File: config.mk
export PLATFORM = sky130hd
export DESIGN_NAME = blit_sdram_port_arbiter
export DESIGN_NICKNAME = d
export VERILOG_FILES = /design/src/rtl/blit_pkg.sv /design/src/rtl/blit_sdram_port_arbiter.sv
export SDC_FILE = /design/constraint.sdc
export NUM_CORES = 1
export LEC_CHECK = 0
export CORE_ASPECT_RATIO = 1.25
export CORE_MARGIN = 2
export CORE_UTILIZATION = 24
export CTS_CLUSTER_SIZE = 28
export DETAILED_ROUTE_END_ITERATION = 10
export GPL_TIMING_DRIVEN = 0
export MAX_ROUTING_LAYER = met4
export PLACE_DENSITY = 0.89
export SYNTH_ARGS = -nofsm -noshare
export SYNTH_HDL_FRONTEND = slang
export SYNTH_SLANG_ARGS = --single-unit
File: constraint.sdc
create_clock -name clock -period 1.4 [get_ports clock]
set_input_delay 0.21 -clock clock [delete_from_list [all_inputs] [get_ports clock]]
set_output_delay 0.21 -clock clock [all_outputs]
set_load 0.005 [all_outputs]
File: src/rtl/blit_pkg.sv
// Shared types and constants for the blitter SDRAM port merge: FSM state
// encoding, read byte-lane mask and run-counter width with its saturating increment.
package blit_pkg;

    localparam int RUN_W = 4;
    localparam logic [RUN_W-1:0] RUN_SAT = '1;
    localparam logic [3:0] BLIT_RD_BE = 4'hF;

    typedef enum logic [1:0] {
        ST_IDLE      = 2'd0,
        ST_WRITE     = 2'd1,
        ST_READ_REQ  = 2'd2,
        ST_READ_WAIT = 2'd3
    } blit_state_t;

    function automatic logic [RUN_W-1:0] run_inc(input logic [RUN_W-1:0] v);
        return (v == RUN_SAT) ? v : v + 1'b1;
    endfunction

endpackage

File: src/rtl/blit_sdram_port_arbiter.sv
// Merges the blitter write and read ports into one SDRAM arbiter client.
// One transaction at a time; run counters keep either side from starving the other.
module blit_sdram_port_arbiter
    import blit_pkg::*;
#(
    parameter int RD_RUN_MAX = 4,
    parameter int WR_RUN_MAX = 8
) (
    input  logic        clock,
    input  logic        reset,

    input  logic        blitw_sdram_req,
    input  logic [25:0] blitw_sdram_addr,
    input  logic [31:0] blitw_sdram_wdata,
    input  logic [3:0]  blitw_sdram_byte_enable,
    output logic        blitw_sdram_ack,

    input  logic        blitr_sdram_req,
    input  logic [25:0] blitr_sdram_addr,
    output logic        blitr_sdram_ack,
    output logic [31:0] blitr_sdram_rdata,
    output logic        blitr_sdram_rdvalid,
    output logic        blitr_sdram_complete,

    output logic        sdram_req,
    output logic        sdram_write,
    output logic [25:0] sdram_addr,
    output logic [31:0] sdram_wdata,
    output logic [3:0]  sdram_byte_enable,
    input  logic        sdram_ack,
    input  logic [31:0] sdram_rdata,
    input  logic        sdram_rdvalid,
    input  logic        sdram_complete,

    output logic        busy
);

    localparam logic [RUN_W-1:0] RD_LIM = RUN_W'(RD_RUN_MAX);
    localparam logic [RUN_W-1:0] WR_LIM = RUN_W'(WR_RUN_MAX);

    blit_state_t      r_state;
    blit_state_t      w_next_state;
    logic [RUN_W-1:0] r_rd_run;
    logic [RUN_W-1:0] r_wr_run;

    logic w_hazard;
    logic w_grant_any;
    logic w_grant_write;

    // Same 32-bit word on both sides: the write must land before the read samples it.
    always_comb begin
        w_hazard      = (blitw_sdram_addr[25:2] == blitr_sdram_addr[25:2]);
        w_grant_any   = blitw_sdram_req | blitr_sdram_req;
        w_grant_write = 1'b0;
        if (blitw_sdram_req && !blitr_sdram_req) begin
            w_grant_write = 1'b1;
        end else if (blitw_sdram_req && blitr_sdram_req) begin
            if (w_hazard)
                w_grant_write = 1'b1;
            else
                w_grant_write = (r_rd_run >= RD_LIM) && !(r_wr_run >= WR_LIM);
        end
    end

    always_comb begin
        w_next_state = r_state;
        case (r_state)
            ST_IDLE: begin
                if (w_grant_any)
                    w_next_state = w_grant_write ? ST_WRITE : ST_READ_REQ;
            end
            ST_WRITE: begin
                if (sdram_ack)
                    w_next_state = ST_IDLE;
            end
            ST_READ_REQ: begin
                if (sdram_ack)
                    w_next_state = sdram_complete ? ST_IDLE : ST_READ_WAIT;
            end
            ST_READ_WAIT: begin
                if (sdram_complete)
                    w_next_state = ST_IDLE;
            end
            default: w_next_state = ST_IDLE;
        endcase
    end

    always_ff @(posedge clock) begin
        if (!reset) begin
            r_state  <= ST_IDLE;
            r_rd_run <= '0;
            r_wr_run <= '0;
        end else begin
            r_state <= w_next_state;
            if (r_state == ST_IDLE && w_grant_any) begin
                if (w_grant_write) begin
                    r_wr_run <= blitr_sdram_req ? run_inc(r_wr_run) : '0;
                    r_rd_run <= '0;
                end else begin
                    r_rd_run <= blitw_sdram_req ? run_inc(r_rd_run) : '0;
                    r_wr_run <= '0;
                end
            end
        end
    end

    // Outputs are gated by reset directly so they read 0 for the whole reset window.
    always_comb begin
        sdram_req            = 1'b0;
        sdram_write          = 1'b0;
        sdram_addr           = '0;
        sdram_wdata          = '0;
        sdram_byte_enable    = '0;
        blitw_sdram_ack      = 1'b0;
        blitr_sdram_ack      = 1'b0;
        blitr_sdram_rdata    = '0;
        blitr_sdram_rdvalid  = 1'b0;
        blitr_sdram_complete = 1'b0;
        busy                 = 1'b0;
        if (reset) begin
            busy = (r_state != ST_IDLE);
            case (r_state)
                ST_WRITE: begin
                    sdram_req         = 1'b1;
                    sdram_write       = 1'b1;
                    sdram_addr        = blitw_sdram_addr;
                    sdram_wdata       = blitw_sdram_wdata;
                    sdram_byte_enable = blitw_sdram_byte_enable;
                    blitw_sdram_ack   = sdram_ack;
                end
                ST_READ_REQ: begin
                    sdram_req            = 1'b1;
                    sdram_addr           = blitr_sdram_addr;
                    sdram_byte_enable    = BLIT_RD_BE;
                    blitr_sdram_ack      = sdram_ack;
                    blitr_sdram_rdata    = sdram_rdata;
                    blitr_sdram_rdvalid  = sdram_rdvalid;
                    blitr_sdram_complete = sdram_complete;
                end
                ST_READ_WAIT: begin
                    blitr_sdram_rdata    = sdram_rdata;
                    blitr_sdram_rdvalid  = sdram_rdvalid;
                    blitr_sdram_complete = sdram_complete;
                end
                default: ;
            endcase
        end
    end

    // Requesters must hold req until their ack.
    a_wr_hold: assert property (@(posedge clock) disable iff (!reset)
        (r_state == ST_WRITE) |-> blitw_sdram_req);
    a_rd_hold: assert property (@(posedge clock) disable iff (!reset)
        (r_state == ST_READ_REQ) |-> blitr_sdram_req);

endmodule

==> After elaboration in Yosys (flattened, before gate mapping) <==
Index checks and enable logic that the tools add are counted.
{ "totals": {"wordCells": 70, "latchBits": 0, "romBits": 0, "ram_bits": 0, "memories": 0, "register_bits": 10} }
{ "op_classes": {"mux": 37, "n_eq_ne": 12, "n_addsub": 2, "n_bitwise": 1, "mul": 0, "div": 0, "n_reduce_logical": 13, "shifts": 0, "magnitude_cmp": 2} }
{ "op_table": {"columns": ["cell", "n"], "rows": [
  ["$mux W32", 4],
  ["$pmux W26 S2", 1],
  ["$mux W4", 7],
  ["$mux W26", 1],
  ["$eq A24 B24 Y1", 1],
  ["$mux W1", 16],
  ["$mux W2", 6],
  ["$add A4 B1 Y4 const B", 2],
  ["$eq A4 B4 Y1 const B", 2],
  ["$ne A2 B2 Y1 const B", 4],
  ["$pmux W2 S4", 1],
  ["$pmux W4 S2", 1],
  ["$ne A3 B3 Y1 const B", 2],
  ["$eq A2 B2 Y1 const B", 2],
  ["$ge A4 B3 Y1 const B", 1],
  ["$ge A4 B4 Y1 const B", 1],
  ["$logic_and A1 B1 Y1", 4],
  ["$reduce_and A2 Y1", 2],
  ["$reduce_and A4 Y1", 1],
  ["$reduce_or A2 Y1", 2],
  ["$eq A2 B1 Y1 const B", 1],
  ["$logic_not A1 Y1", 2],
  ["$logic_not A2 Y1", 1],
  ["$reduce_bool A2 Y1", 1],
  ["$or A1 B1 Y1", 1]
]} }

==> Depth between registers and ports, before layout <==
{ "depth": {"depth_word": 9, "mapped_depth": 8} }

==> Worst setup path after synthesis <==
No wires, ideal clock.
{ "synth_timing": {"path_type": "reg2reg", "startpoint": "reg r_state[0]", "endpoint": "reg r_wr_run[0]", "path_buffers": 1, "setup_slack_ns": -0.178, "period_less_slack_ns": 1.578, "required_ns": 1.283, "arrival_ns": 1.461, "stages_incl_launch_ff": 8, "cell_sequence": "dfxtp_1 inv_1 ha_1 clkbuf_2 o21ai_0 and2_1 a31o_2 a22o_1"} }
{ "synth_between": {"elab_chain_len": 3} }
{ "synth_lines": {"columns": ["element", "line", "rtl"], "rows": [
  ["start: declaration", "blit_sdram_port_arbiter.sv:41", "blit_state_t r_state;"],
  ["start signal: assignment", "blit_sdram_port_arbiter.sv:94", "r_state <= w_next_state;"],
  ["$logic_not A2 Y1", "blit_sdram_port_arbiter.sv:95", "if (r_state == ST_IDLE && w_grant_any) begin"],
  ["$logic_and A1 B1 Y1", "blit_sdram_port_arbiter.sv:95", null],
  ["$reduce_and A2 Y1 (no source line)", null, null],
  ["end signal: assignment", "blit_sdram_port_arbiter.sv:97", "r_wr_run <= blitr_sdram_req ? run_inc(r_wr_run) : '0;"],
  ["end: declaration", "blit_sdram_port_arbiter.sv:44", "logic [RUN_W-1:0] r_wr_run;"]
]} }
Every way passes these cells.
A chain may end at the register's enable or synchronous reset.

==> Worst setup path after layout <==
{ "layout_timing": {"startpoint": "reg r_state[1]", "endpoint": "out blitr_sdram_rdata[28]"} }
{ "layout_between": {"elab_chain_len": 4, "elab_cells_between_ends": 5, "cone_classes": "2 x eq/ne; 2 x mux; 1 x reduce/logical"} }
{ "layout_lines": {"columns": ["element", "line", "rtl"], "rows": [
  ["$eq A2 B2 Y1", "blit_sdram_port_arbiter.sv:122", "case (r_state)"],
  ["$reduce_or A2 Y1 (no source line) (*)", null, null],
  ["$mux W32 (*)", "blit_sdram_port_arbiter.sv:122", null],
  ["$mux W32 (*)", "blit_sdram_port_arbiter.sv:120", "if (reset) begin"],
  ["end: declaration", "blit_sdram_port_arbiter.sv:21", "output logic [31:0] blitr_sdram_rdata,"]
]} }
Mark *: on every way between the ends. The rest lies on a longest branch, timed or not.

==> impl_metrics.toml <==
[run_status]
status = "finished with violations"
violations = "setup timing"

[clock_network]
numCtsBuffers = 3
htree_levels = 1
clkTransAtPathRegs_ns = 0.05
ctsHoldBuffers = 0
clockBufferDepth = 2
clock_latency_ns = 0.24
cts.sinks = 10
root_buffer = "clkbuf_8"
cts_tree = "built"

[worst_setup_path]
end_kind = "output pin"
crit_type = "reg2out"
worstReg2RegStart = "r_state[1]$_SDFFE_PN0P_"
required_ns = 1.19
ff2ff_setup_slack_ns = -0.16
rr_endpoint = "r_state[0]$_SDFFE_PN0P_"
crit_fanout = 6
crit_arrival_ns = 1.61
start_kind = "flip-flop"
reg2reg_depth = 8
crit_end = "blitr_sdram_rdata[28]"
crit_start = "r_state[1]$_SDFFE_PN0P_"

[yosys]
ys_warn_count = 0
avgSynthCellArea_um2 = 6.676
syn_area_um2 = 1769
syn_nets = 399
yosysTopAreaCellShare_pct = 12.73
yosys-top-cells-area = "and2_1, and3_1, xor2_1"
yosysSeqAreaShare_pct = 11.32
yosys.area.top_type = "and2_1"
synth-seq-cells = 10
synthCells = 265
synth.distinct_cells = 32

[power_and_ir_drop]
p_total_mw = 6.011
p_leak_nw = 2.344
peakVddDrop_mv = 0.7813
power_density_nw_per_um2 = 1210

[sta]
setup_tns_ns = -33.75
setup_ws_ns = -0.4176
clock_skew_ns = 0.001042
min_period_ns = 1.818
finalSetupViolCount = 110
rsz0062_at_grt = "yes"
fin_hold_ws_ns = 0.3963
hold_viol_final = 0
timing.fmax_mhz = 550.2
slew_headroom_pct = 69.40
worst_pin_slew_ns = 0.4589
min_period_over_period_pct = 129.8
drv_slew = 0

[place]
place_ws_ns = -0.9044
hpwl_mm = 7.763
port_buffers = 226
place.gp.congestion = 0.9041
dpl-instance-area_um2 = 4204
dpl.cell_count = 583

[finish]
final_core_util_pct = 68.35
regArea_um2 = 207.7
diodes = 0
multi_input_area_um2 = 2039
fin_area_um2 = 4969
nNetsFinal = 673
syn_to_final_growth_pct = 180.8
finalNonFillerCells = 629
layout_commonest_cell = "buf_2"
drive_above_1_share_pct = 55.87
final_cell_mix = "buf_2, clkdlybuf4s50_1, clkbuf_2, buf_6, and2_1"
fillers = 601

[drt]
drcViolationCount = 0
ant_nets = 0
via_per_inst = 5.087
drt_first_iter_violations = 81
num_vias = 3200
drt_wl_total_mm = 11.21
post_drt_wl_per_cell_um = 17.83
dr.pass1.iters = 4

[floorplanning]
ios = 228
core_region_area_um2 = 7269
die_area_um2 = 8079
rows = 35
fp.dieW_um = 80.80
die_h_um = 100.0
initial_core_util_pct = 24.34

[grt]
first_global_vias = 3294
grt_max_degree = 12
grt_first_pass_wirelength_mm = 16.35
grt_overflow = 0
antenna_found_initial = 0
grt_use_total_pct = 26.57

[min_path]
min_path_type = "in2reg"

[flow_run]
cap_violations = 0
==> timing repair <==
item,4_1_cts,5_1_grt
endpoints found under the setup margin,111,110
pin swaps,54,34
gates cloned,13,0
buffers inserted,33,4
gates resized for setup,601,134
endpoints found under the hold margin,0,0
==> synth_stat cells <==
master	instances
a31oi_1	1
nand3_1	5
o21ai_2	1
xor2_1	24
o22ai_1	1
nand4_1	2
a31o_2	1
a21boi_0	1
nor4_1	6
a21bo_2	1
o21ai_0	5
nor2_1	38
a21o_1	1
inv_1	7
and3_1	36
dfxtp_1	10
a22o_1	4
ha_1	7
nor2b_1	2
a22oi_1	26
and2_1	36
o22a_2	1
clkbuf_1	22
a21oi_1	8
a32o_1	2
nor3b_1	3
nor3_1	1
o21a_1	2
nand2_1	6
clkbuf_2	1
o31ai_1	3
o2111ai_1	1
==> worst min-delay path by stage <==
stage                             startpoint                        to  slack, ns  cells after the start
finish                       blitr_sdram_req  r_wr_run[2]$_SDFFE_PN0P_       0.40                      3
global route                 blitr_sdram_req  r_wr_run[2]$_SDFFE_PN0P_       0.41                      3
CTS                 r_rd_run[1]$_SDFFE_PN0P_  r_rd_run[1]$_SDFFE_PN0P_       0.50                      1
detailed placement  r_rd_run[1]$_SDFFE_PN0P_  r_rd_run[1]$_SDFFE_PN0P_       0.49                      1
global placement    r_rd_run[1]$_SDFFE_PN0P_  r_rd_run[1]$_SDFFE_PN0P_       0.48                      1
floorplan                    blitw_sdram_req   r_state[0]$_SDFFE_PN0P_       0.35                      2
==> state kept, by name, indices dropped and copies added, names as in the netlist <==
signal,flops
r_wr_run,4
r_rd_run,4
r_state,2
==> logic make-up (layout without fill, tap and decap cells) <==
| kind of cell | Yosys count | in the layout | share of synthesized area [%] |
|---|---|---|---|
| AOI/OAI and AO/OA | 59 | 60 | 24.12 |
| xor gates and xnor gates | 24 | 24 | 11.88 |
| adders and majority gates | 7 | 7 | 4.950 |
| buffers and inverters | 30 | 301 | 6.436 |
| DFF | 10 | 10 | 11.32 |
| and+or+nand+nor | 135 | 135 | 41.30 |
==> cell type report <==
cell class              count  share of cell area (%)
clock buffers               3                  0.8310
inverters                   7                  0.6296
repair buffers            273                   46.06
flip-flops and latches     10                   4.180
multi-input cells         226                   41.05
plain buffers              18                   4.936
well taps                  92                   2.317
==> metal layers <==
| metal | vias to the layer above | routed length, um | GRT usage, % |
|---|---|---|---|
| met5 | - | 0 | - |
| met4 | 0 | 291 | 11.21 |
| met3 | 29 | 833 | 4.676 |
| met2 | 189 | 6175 | 51.09 |
| met1 | 1498 | 3912 | 25.40 |
| li1 | 1484 | - | - |
==> power breakdown <==
group | switching [mW] | internal, mW | total (mW)
registers | 0.0629 | 0.339 | 0.402
logic | 2.25 | 3.05 | 5.30
clock network | 0.116 | 0.189 | 0.305
total | 2.43 | 3.58 | 6.01
==> worst max-delay path: stages, from the launching register on <==
cell and delay, ns:
dfxtp_4 0.35, buf_4 0.14, ha_4 0.17, o21a_4 0.28, buf_8 0.14, and2_1 0.15, buf_2 0.13
Power figures use the tool's default switching activity.
